===== config.mk =====
export PLATFORM = sky130hd
export DESIGN_NAME = operand_regfile
export DESIGN_NICKNAME = d
export VERILOG_FILES = /design/src/rtl/calc_pkg.sv /design/src/rtl/operand_regfile_digit_shift_buf.sv /design/src/rtl/operand_regfile.sv
export SDC_FILE = /design/constraint.sdc
export NUM_CORES = 1
export LEC_CHECK = 0
export BUFFER_PORTS_ARGS = -buffer_cell sky130_fd_sc_hd__buf_4
export CORE_MARGIN = 3
export CORE_UTILIZATION = 42
export DETAILED_ROUTE_END_ITERATION = 6
export PLACE_DENSITY_LB_ADDON = 0.1
export SLEW_MARGIN = 0
export SYNTH_ARGS = -nofsm -noshare
export SYNTH_HDL_FRONTEND = slang
export SYNTH_HIERARCHICAL = 1
export SYNTH_SLANG_ARGS = --single-unit
export TNS_END_PERCENT = 50

===== constraint.sdc =====
create_clock -name CLK -period 11.6 [get_ports CLK]
set_input_delay 1.74 -clock CLK [delete_from_list [all_inputs] [get_ports CLK]]
set_output_delay 1.74 -clock CLK [all_outputs]
set_load 0.005 [all_outputs]

===== src/rtl/calc_pkg.sv =====
// Shared definitions for the calculator operand store.
// Provides the largest legal keypad digit, the BCD nibble width, the
// entry-state enum used by operand_regfile and a constant clog2 helper
// usable in port-width expressions.
package calc_pkg;

  localparam int unsigned DIGIT_MAX = 9;
  localparam int unsigned BCD_W     = 4;

  typedef enum logic [1:0] {
    ST_EMPTY,
    ST_ENTRY,
    ST_FULL
  } entry_state_e;

  // Ceiling log2; returns 0 for value <= 1.
  function automatic int unsigned clog2(input int unsigned value);
    int unsigned r = 0;
    while ((64'd1 << r) < 64'(value)) r++;
    return r;
  endfunction

endpackage


===== src/rtl/operand_regfile_digit_shift_buf.sv =====
// digit_shift_buf: DIGITS-nibble BCD display shift register.
// Ports:
//   CLK, RST  clock, async active-high reset (contents -> 0)
//   clr       clear all nibbles (wins over shifts)
//   shl       shift left one nibble, din enters the least-significant nibble
//   shr       shift right one nibble, zero enters the most-significant nibble
//   din       BCD digit shifted in on shl
//   dout      register contents, [3:0] = least-significant digit
module digit_shift_buf
  import calc_pkg::*;
#(
  parameter int unsigned DIGITS = 4
) (
  input  logic                      CLK,
  input  logic                      RST,
  input  logic                      clr,
  input  logic                      shl,
  input  logic                      shr,
  input  logic [BCD_W-1:0]          din,
  output logic [BCD_W*DIGITS-1:0]   dout
);

  // Widened views avoid zero-width slices when DIGITS == 1.
  logic [BCD_W*(DIGITS+1)-1:0] shl_ext;
  logic [BCD_W*(DIGITS+1)-1:0] shr_ext;

  assign shl_ext = {dout, din};
  assign shr_ext = {{BCD_W{1'b0}}, dout};

  always_ff @(posedge CLK or posedge RST) begin
    if (RST) begin
      dout <= '0;
    end else if (clr) begin
      dout <= '0;
    end else if (shl) begin
      dout <= shl_ext[BCD_W*DIGITS-1:0];
    end else if (shr) begin
      dout <= shr_ext[BCD_W*(DIGITS+1)-1:BCD_W];
    end
  end

endmodule


===== src/rtl/operand_regfile.sv =====
// operand_regfile: calculator operand store.
// Accumulates keypad digits into a decimal entry, commits it into one of
// NUM_REGS registers and provides two registered read ports plus BCD
// display digits of the entry in progress.
// Ports:
//   CLK, RST     clock, async active-high reset
//   digit_vld    strobe: digit valid;  digit: keypad digit (legal 0..9)
//   commit       write entry to RF[wr_sel] and clear the entry
//   clear        abandon entry;  bksp: delete last digit (optional feature)
//   rd_sel_a/b   read selects; dout_a/b: registered RF reads (0 if out of range)
//   dis_digits   BCD of entry, [3:0] least significant
//   entry_cnt    digits entered;  full: entry_cnt == DIGITS
//   bad_digit    one-cycle pulse for an accepted strobe with digit > 9
//   ovf          sticky: legal digit dropped while full
// Configuration: define OPERAND_RF_BKSP_EN to enable backspace (acc/10).
// Same-cycle priority: clear > commit > bksp > digit_vld.
module operand_regfile
  import calc_pkg::*;
#(
  parameter int unsigned NUM_REGS = 4,
  parameter int unsigned DIGITS   = 4,
  parameter int unsigned DATA_W   = 16
) (
  input  logic                          CLK,
  input  logic                          RST,
  input  logic                          digit_vld,
  input  logic [BCD_W-1:0]              digit,
  input  logic                          commit,
  input  logic [clog2(NUM_REGS)-1:0]    wr_sel,
  input  logic                          clear,
  input  logic                          bksp,
  input  logic [clog2(NUM_REGS)-1:0]    rd_sel_a,
  input  logic [clog2(NUM_REGS)-1:0]    rd_sel_b,
  output logic [DATA_W-1:0]             dout_a,
  output logic [DATA_W-1:0]             dout_b,
  output logic [BCD_W*DIGITS-1:0]       dis_digits,
  output logic [clog2(DIGITS+1)-1:0]    entry_cnt,
  output logic                          full,
  output logic                          bad_digit,
  output logic                          ovf
);

  localparam int unsigned SEL_W = clog2(NUM_REGS);
  localparam int unsigned CNT_W = clog2(DIGITS+1);
  localparam logic [SEL_W:0] NUM_REGS_V = (SEL_W+1)'(NUM_REGS);

  entry_state_e       state, state_nxt;
  logic [DATA_W-1:0]  acc;
  logic [CNT_W-1:0]   cnt;
  logic [DATA_W-1:0]  rf [NUM_REGS];

  logic bksp_req;
  logic digit_legal;
  logic take_clear, take_commit, take_bksp;
  logic digit_acc, digit_ovf, digit_bad;
  logic wr_ok, rd_ok_a, rd_ok_b;

  logic [DATA_W+3:0]  acc_mul;
  logic [DATA_W-1:0]  acc_div;
  logic [3:0]         unused_acc_hi;

`ifdef OPERAND_RF_BKSP_EN
  assign bksp_req = bksp;
  assign acc_div  = acc / DATA_W'(10);
`else
  logic unused_bksp;
  assign unused_bksp = bksp;
  assign bksp_req    = 1'b0;
  assign acc_div     = acc;
`endif

  // Parameter rule (10**DIGITS-1 < 2**DATA_W) keeps the top nibble zero.
  assign acc_mul       = ({4'b0000, acc} * (DATA_W+4)'(10)) + (DATA_W+4)'(digit);
  assign unused_acc_hi = acc_mul[DATA_W+3:DATA_W];

  assign digit_legal = (digit <= BCD_W'(DIGIT_MAX));
  assign wr_ok       = ({1'b0, wr_sel}   < NUM_REGS_V);
  assign rd_ok_a     = ({1'b0, rd_sel_a} < NUM_REGS_V);
  assign rd_ok_b     = ({1'b0, rd_sel_b} < NUM_REGS_V);

  always_ff @(posedge CLK or posedge RST) begin
    if (RST) state <= ST_EMPTY;
    else     state <= state_nxt;
  end

  always_comb begin
    state_nxt   = state;
    take_clear  = 1'b0;
    take_commit = 1'b0;
    take_bksp   = 1'b0;
    digit_acc   = 1'b0;
    digit_ovf   = 1'b0;
    digit_bad   = 1'b0;
    if (clear) begin
      take_clear = 1'b1;
      state_nxt  = ST_EMPTY;
    end else if (commit) begin
      take_commit = 1'b1;
      state_nxt   = ST_EMPTY;
    end else if (bksp_req) begin
      // A backspace on an empty entry is ignored but still pre-empts a digit.
      if (state != ST_EMPTY) begin
        take_bksp = 1'b1;
        state_nxt = (cnt == CNT_W'(1)) ? ST_EMPTY : ST_ENTRY;
      end
    end else if (digit_vld) begin
      if (!digit_legal) begin
        digit_bad = 1'b1;
      end else if (state == ST_FULL) begin
        digit_ovf = 1'b1;
      end else begin
        digit_acc = 1'b1;
        state_nxt = (cnt == CNT_W'(DIGITS-1)) ? ST_FULL : ST_ENTRY;
      end
    end
  end

  always_ff @(posedge CLK or posedge RST) begin
    if (RST) begin
      acc       <= '0;
      cnt       <= '0;
      ovf       <= 1'b0;
      bad_digit <= 1'b0;
    end else begin
      bad_digit <= digit_bad;
      if (take_clear || take_commit) begin
        acc <= '0;
        cnt <= '0;
        ovf <= 1'b0;
      end else if (take_bksp) begin
        acc <= acc_div;
        cnt <= cnt - CNT_W'(1);
      end else if (digit_acc) begin
        acc <= acc_mul[DATA_W-1:0];
        cnt <= cnt + CNT_W'(1);
      end else if (digit_ovf) begin
        ovf <= 1'b1;
      end
    end
  end

  always_ff @(posedge CLK or posedge RST) begin
    if (RST) begin
      rf <= '{default: '0};
    end else if (take_commit && wr_ok) begin
      rf[wr_sel] <= acc;
    end
  end

  // Reads sample the array before this edge's write: no write-through.
  always_ff @(posedge CLK or posedge RST) begin
    if (RST) begin
      dout_a <= '0;
      dout_b <= '0;
    end else begin
      dout_a <= rd_ok_a ? rf[rd_sel_a] : '0;
      dout_b <= rd_ok_b ? rf[rd_sel_b] : '0;
    end
  end

  digit_shift_buf #(
    .DIGITS (DIGITS)
  ) u_shift_buf (
    .CLK  (CLK),
    .RST  (RST),
    .clr  (take_clear | take_commit),
    .shl  (digit_acc),
    .shr  (take_bksp),
    .din  (digit),
    .dout (dis_digits)
  );

  assign entry_cnt = cnt;
  assign full      = (cnt == CNT_W'(DIGITS));

endmodule


---- Word-level counts from Yosys, hierarchy flattened ----
Index checks and enable logic that the tools add are counted.
storage, ports and cells
  output and inout bits ................... 54
  register bits ........................... 135
  logic and storage cells ................. 79
  bits of input ports ..................... 16
cells by class
  bitwise logic cells ..................... 4
  mux-type cells .......................... 41
  $mul .................................... 1
  add/subtract/negate cells ............... 2
  equality and inequality tests ........... 5
  reduce and logical (&&, ||, !) cells .... 9
  $lt $le $gt $ge ......................... 5
operator list
  operator                 number
  $mux W16                 9
  $bmux W16 S2             2
  $bwmux W64               1
  $demux W16 S2            1
  $mux W1                  20
  $add A16 B4 Y16          1
  $mul A16 B3 Y15 const B  1
  $mux W2                  6
  $ge A3 B3 Y1 const B     3
  $not A2 Y3               3
  $mux W3                  2
  $reduce_bool A2 Y1       3
  $reduce_bool A3 Y1       2
  $le A4 B4 Y1 const B     1
  $add A3 B1 Y3 const B    1
  $eq A3 B2 Y1 const B     1
  $eq A3 B3 Y1 const B     1
  $lt A3 B1 Y1 const B     1
  $ne A3 B3 Y1 const B     1
  $reduce_and A3 Y1        1
  $eq A2 B2 Y1 const B     1
  $ne A2 B1 Y1 const B     1
  $reduce_and A2 Y1        1
  $logic_and A1 B1 Y1      1
  2 further kinds          2

---- Longest topological paths before layout ----
  word-level depth ........................ 9
  mapped depth ............................ 11
  depth with buffers taken out ............ 11

---- By module ----
Netlist, hierarchy kept.
modules (own cells, without submodules)
  module           area an instance (µm²)  instances  seq. area each (µm²)  cells each
  operand_regfile  5855.6                  1          2977.9                417
  digit_shift_buf  835.8                   1          400.4                 73

---- Least setup slack after synthesis ----
No wires, ideal clock.
  path kind ............................... in2reg
  from .................................... input digit[1]
  to ...................................... register acc[15]
  setup time .............................. 0.092 ns
  arrival ................................. 3.402 ns
  path slack .............................. 8.106 ns
  required time ........................... 11.508 ns
  buffers on the path ..................... 0
  stages on the path ...................... 10
  path through ............................ ha_1 > fa_1 > a21oi_1 > nor2b_1 > nand3_1 > nor3_1 > and3_1 > nand4_1 > xnor3_1 > o31ai_2
on the way
  longest elaborated chain between the ends .. 6
  elaborated cells on any way between the ends .. 9
  those cells by class .................... 1 x add/sub; 1 x order compare; 6 x mux; 1 x reduce/logical
RTL lines
  what                                 line                    text
  start: declaration                   operand_regfile.sv:27   input logic [BCD_W-1:0] digit,
  $le A4 B4 Y1                         operand_regfile.sv:76   assign digit_legal = (digit <= BCD_W'(DIGIT_MAX));
  $mux W1                              operand_regfile.sv:107  if (!digit_legal) begin
  $mux W1                              operand_regfile.sv:106  end else if (digit_vld) begin
  $mux W1                              operand_regfile.sv:97   end else if (commit) begin
  $mux W1                              operand_regfile.sv:94   if (clear) begin
  $reduce_bool A2 Y1 (no source line)  n/a
  end signal: assignment               operand_regfile.sv:131  acc <= acc_div;
  end signal: assignment               operand_regfile.sv:134  acc <= acc_mul[DATA_W-1:0];
  end: declaration                     operand_regfile.sv:48   logic [DATA_W-1:0] acc;
Several ways; a longest one is shown, not always the timed one. The select of a mux whose other input is x is not followed.
A chain may end at the register's enable or synchronous reset.

---- Final worst setup path ----
  from .................................... input digit[1]
  to ...................................... register u_shift_buf.dout[4]
on the way
  longest elaborated chain between the ends .. 6
RTL lines
  what                                 line                                   text
  $le A4 B4 Y1                         operand_regfile.sv:76
  $mux W1                              operand_regfile.sv:107
  $mux W1                              operand_regfile.sv:106
  $mux W1                              operand_regfile.sv:97
  $mux W1                              operand_regfile.sv:94
  named net digit_acc                  operand_regfile.sv:55                  logic digit_acc, digit_ovf, digit_bad;
  $reduce_bool A2 Y1 (no source line)  n/a
  end signal: assignment               operand_regfile_digit_shift_buf.sv:36  dout <= shl_ext[BCD_W*DIGITS-1:0];
  end signal: assignment               operand_regfile_digit_shift_buf.sv:38  dout <= shr_ext[BCD_W*(DIGITS+1)-1:BCD_W];
  end: declaration                     operand_regfile_digit_shift_buf.sv:20  output logic [BCD_W*DIGITS-1:0] dout
The timed path passes the listed nets, and every way through them passes these cells.

==> results by group <==
Global routing
  • M2 GR Usage: 0.266
  • Initial antenna violation count: 0
  • Global route hottest layer: met2
  • Number of global-route vias before repair: 4234
  • Total congestion overflow: 0
  • Gr usage total: 0.163
  • Largest net degree at the start of global routing: 77
  • Met3 usage: 0.0431
  • Met1 Use GR: 0.214
  • First-pass GRT wire length: 22.5 mm

Cells and area
  • Multi-input combinational cell area: roughly 3200 um^2
  • Fin nets: 603
  • Fillcell total: between 1000 and 1500
  • Commonest non-fill, non-tap cell in the layout: dfrtp_1
  • Diode count: 0
  • Most frequent cells in the layout: 135 x dfrtp_1, 74 x buf_4, 64 x mux2_2, 32 x mux4_2, 30 x nand2_1
  • Layout cells sized above 1: 0.385
  • Layout area overhead: 20.1%
  • Layout Cells excl Fill: between 700 and 800
  • Reg area: approximately 3400 um^2

Placed design
  • Placed cells: roughly 750
  • Final HPWL from detailed placement: 9.09 mm
  • RePlAce Congestion: roughly 0.78
  • Port Buffers: slightly below 70

Timing
  • Final setup viols: 0
  • Max-slew violations: 0
  • Fmax: 247 MHz
  • Slew HR: 0.265
  • Fin. Hold Viols: 0
  • Period utilization: 0.350
  • Minimum clock period: just over 4000 ps
  • RSZ-0062 raised after global routing: no
  • Worst-Margin Slew: around 1100 ps
  • Setup TNS Final: 0 ps
  • Clock Skews: approximately 11 ps

Clock tree
  • Maximum clock path buffer count: 2
  • Clock transition at path regs: roughly 60 ps
  • CTS H-tree depth: 4
  • Clk_lat worst skew: 420 ps
  • TritonCTS Buffers: 17
  • CTS tree: yes
  • Post-CTS Setup Bufs: 0
  • PostCTS Resize Cnt: 0
  • Root Buffer: clkbuf_16
  • Clock sinks: roughly 140
  • Cts hold-fix bufs: 0

Synthesis
  • Number of distinct library cells after synthesis: 52
  • Main combinational cell family by area after synthesis: multiplexers
  • Area share of xor/xnor cells in the synthesized design: 0.0346
  • Synthesized flop and latch total: between 100 and 150
  • Simple-gate share of the synthesized area: 0.0737
  • Fraction of synthesized area in multiplexers: 0.233
  • Post-Synth Adder-Cell Area: 0.0602
  • Synthesized cell area: 6690 um^2
  • Syn avg cell area: 13.7 um^2
  • Post-Synthesis Cells: 490
  • Post-synthesis sequential area ratio: 0.505
  • EDFF count, synth: 0
  • Ys async rst share: 1.00
  • Primary FF master, synth: dfrtp_1
  • Synth Area in Compound Gates: 0.0666
  • Syn nets: around 540
  • Syn. warnings: 6

Detailed routing
  • Routed len/inst: between 15 and 20 um
  • Total wire length: 13.6 mm
  • Via/cell ratio: roughly 5.2
  • DR DRC count: 0
  • DR pass1 iterations: 4
  • Remaining antenna violation count: 0
  • Number of DRC markers in iteration 0: 192
  • DR vias: about 4100

Die
  • Die X-Extent: between 100 and 150 um
  • Overall die area: roughly 17000 um^2
  • Row count: 45
  • Die H: 132 um
  • CORE AREA: between 15000 and 20000 um^2
  • Io pins: 70
  • Starting Density: 0.435

Power and ir drop
  • Leak: 3.92 nW
  • PwrDens: approximately 150 nW/um^2
  • Max VDD drop: about 100 uV

Setup path
  • Critical path arrival: 4370 ps
  • Startpoint Class: input pin
  • Crit path kind: input pin to flip-flop
  • CP required: 11920 ps
  • R2r startpoint: acc[1]$_DFFE_PP0P_
  • Worst Setup End Kind: flip-flop
  • Critical Path Source: digit[1]
  • Worst-path fanout max: 21

Run status
  • Status: completed

Run
  • Max Cap Violations: 0

Min path
  • HP Class: flip-flop to flip-flop
  • Hold Startpoint: rf[46]$_DFFE_PP0P_
[where the power goes]
| group | total, mW | switching, mW | leakage [nW] | internal, mW |
|---|---|---|---|---|
| registers | 0.506 | 0.0142 | 1.87 | 0.492 |
| logic | 0.0955 | 0.0475 | 1.75 | 0.0480 |
| clock network | 0.567 | 0.207 | 0.300 | 0.360 |
[cells in the mapped netlist, drive strengths merged (3+ instances only)]
master,number,area [um^2]
a211oi,21,158
a21o,6,45.0
a21oi,22,118
buf,9,68.8
clkbuf,17,63.8
dfrtp,135,3380
ha,29,363
inv,8,30.0
mux2,64,721
mux2i,12,120
mux4,32,721
nand2,30,113
nand3,4,20.0
nand4,3,18.8
nor2,23,91.3
nor2b,14,87.6
nor3,3,15.0
o21ai,3,18.8
or3b,5,46.3
xnor2,13,114
xor2,10,95.1
[state kept, by name, indices dropped and copies added, names as in the netlist]
| signal | count |
|---|---|
| state | 2 |
| u_shift_buf/dout | 16 |
| entry_cnt | 3 |
| rf | 64 |
| acc | 16 |
| dout_a | 16 |
| ovf | 1 |
| bad_digit | 1 |
| dout_b | 16 |
[path summary, 6_finish.rpt]
| check | to | slack, ps | cells after the start |
|---|---|---|---|
| max in group asynchronous | rf[38]$_DFFE_PP0P_ | 8850 | 3 |
| setup reg to reg | acc[14]$_DFFE_PP0P_ | 8330 | 11 |
| hold reg to reg | rf[46]$_DFFE_PP0P_ | 520 | 1 |
| setup / recovery | u_shift_buf/dout[4]$_DFFE_PP0P_ | 7550 | 7 |
| hold / removal | rf[46]$_DFFE_PP0P_ | 520 | 1 |
| min in group asynchronous | rf[17]$_DFFE_PP0P_ | 1400 | 2 |
[kinds of logic after synthesis]
kind of cell | after synthesis
other | 1
buffers and inverters | 35
muxes | 108
AOI/OAI and AO/OA | 62
xor gates and xnor gates | 24
adders and majority gates | 31
DFF | 135
and+or+nand+nor | 94
[area by class of cell]
cell class              count  area share
flip-flops and latches    135       0.420
multi-input cells         320       0.396
repair buffers             74      0.0691
clock buffers              17      0.0529
well taps                 211      0.0329
clock inverters            15      0.0251
inverters                   8     0.00405
[critical path, cell delays in order]
cell and delay [ps]:
buf_4 130, o21ai_1 230, nand2_1 120, or2_2 460, nor2_1 850, inv_1 490
a211oi_1 350
[routing by layer]
metal / part of all wire / vias to the layer above
met5: 0 / -
met4: 0.011 / 0
met3: 0.030 / 11
met2: 0.50 / 61
met1: 0.45 / 2070
li1: - / 1938
[stage by stage]
step / hold slack, ps / power (mW) / setup WS (ps) / area [um^2] / utilization
after floorplan: 481 / 0.577 / 6700 / 6690 / -
after global placement: 496 / 0.609 / 7210 / 7410 / 0.482
after detailed placement: 511 / 0.612 / 7160 / 7410 / 0.482
after CTS: 525 / 1.18 / 7570 / 8040 / 0.523
after global routing: 542 / 1.21 / 7340 / 8040 / 0.523
final: 523 / 1.17 / 7550 / 8040 / 0.523
Power figures use the tool's default switching activity.
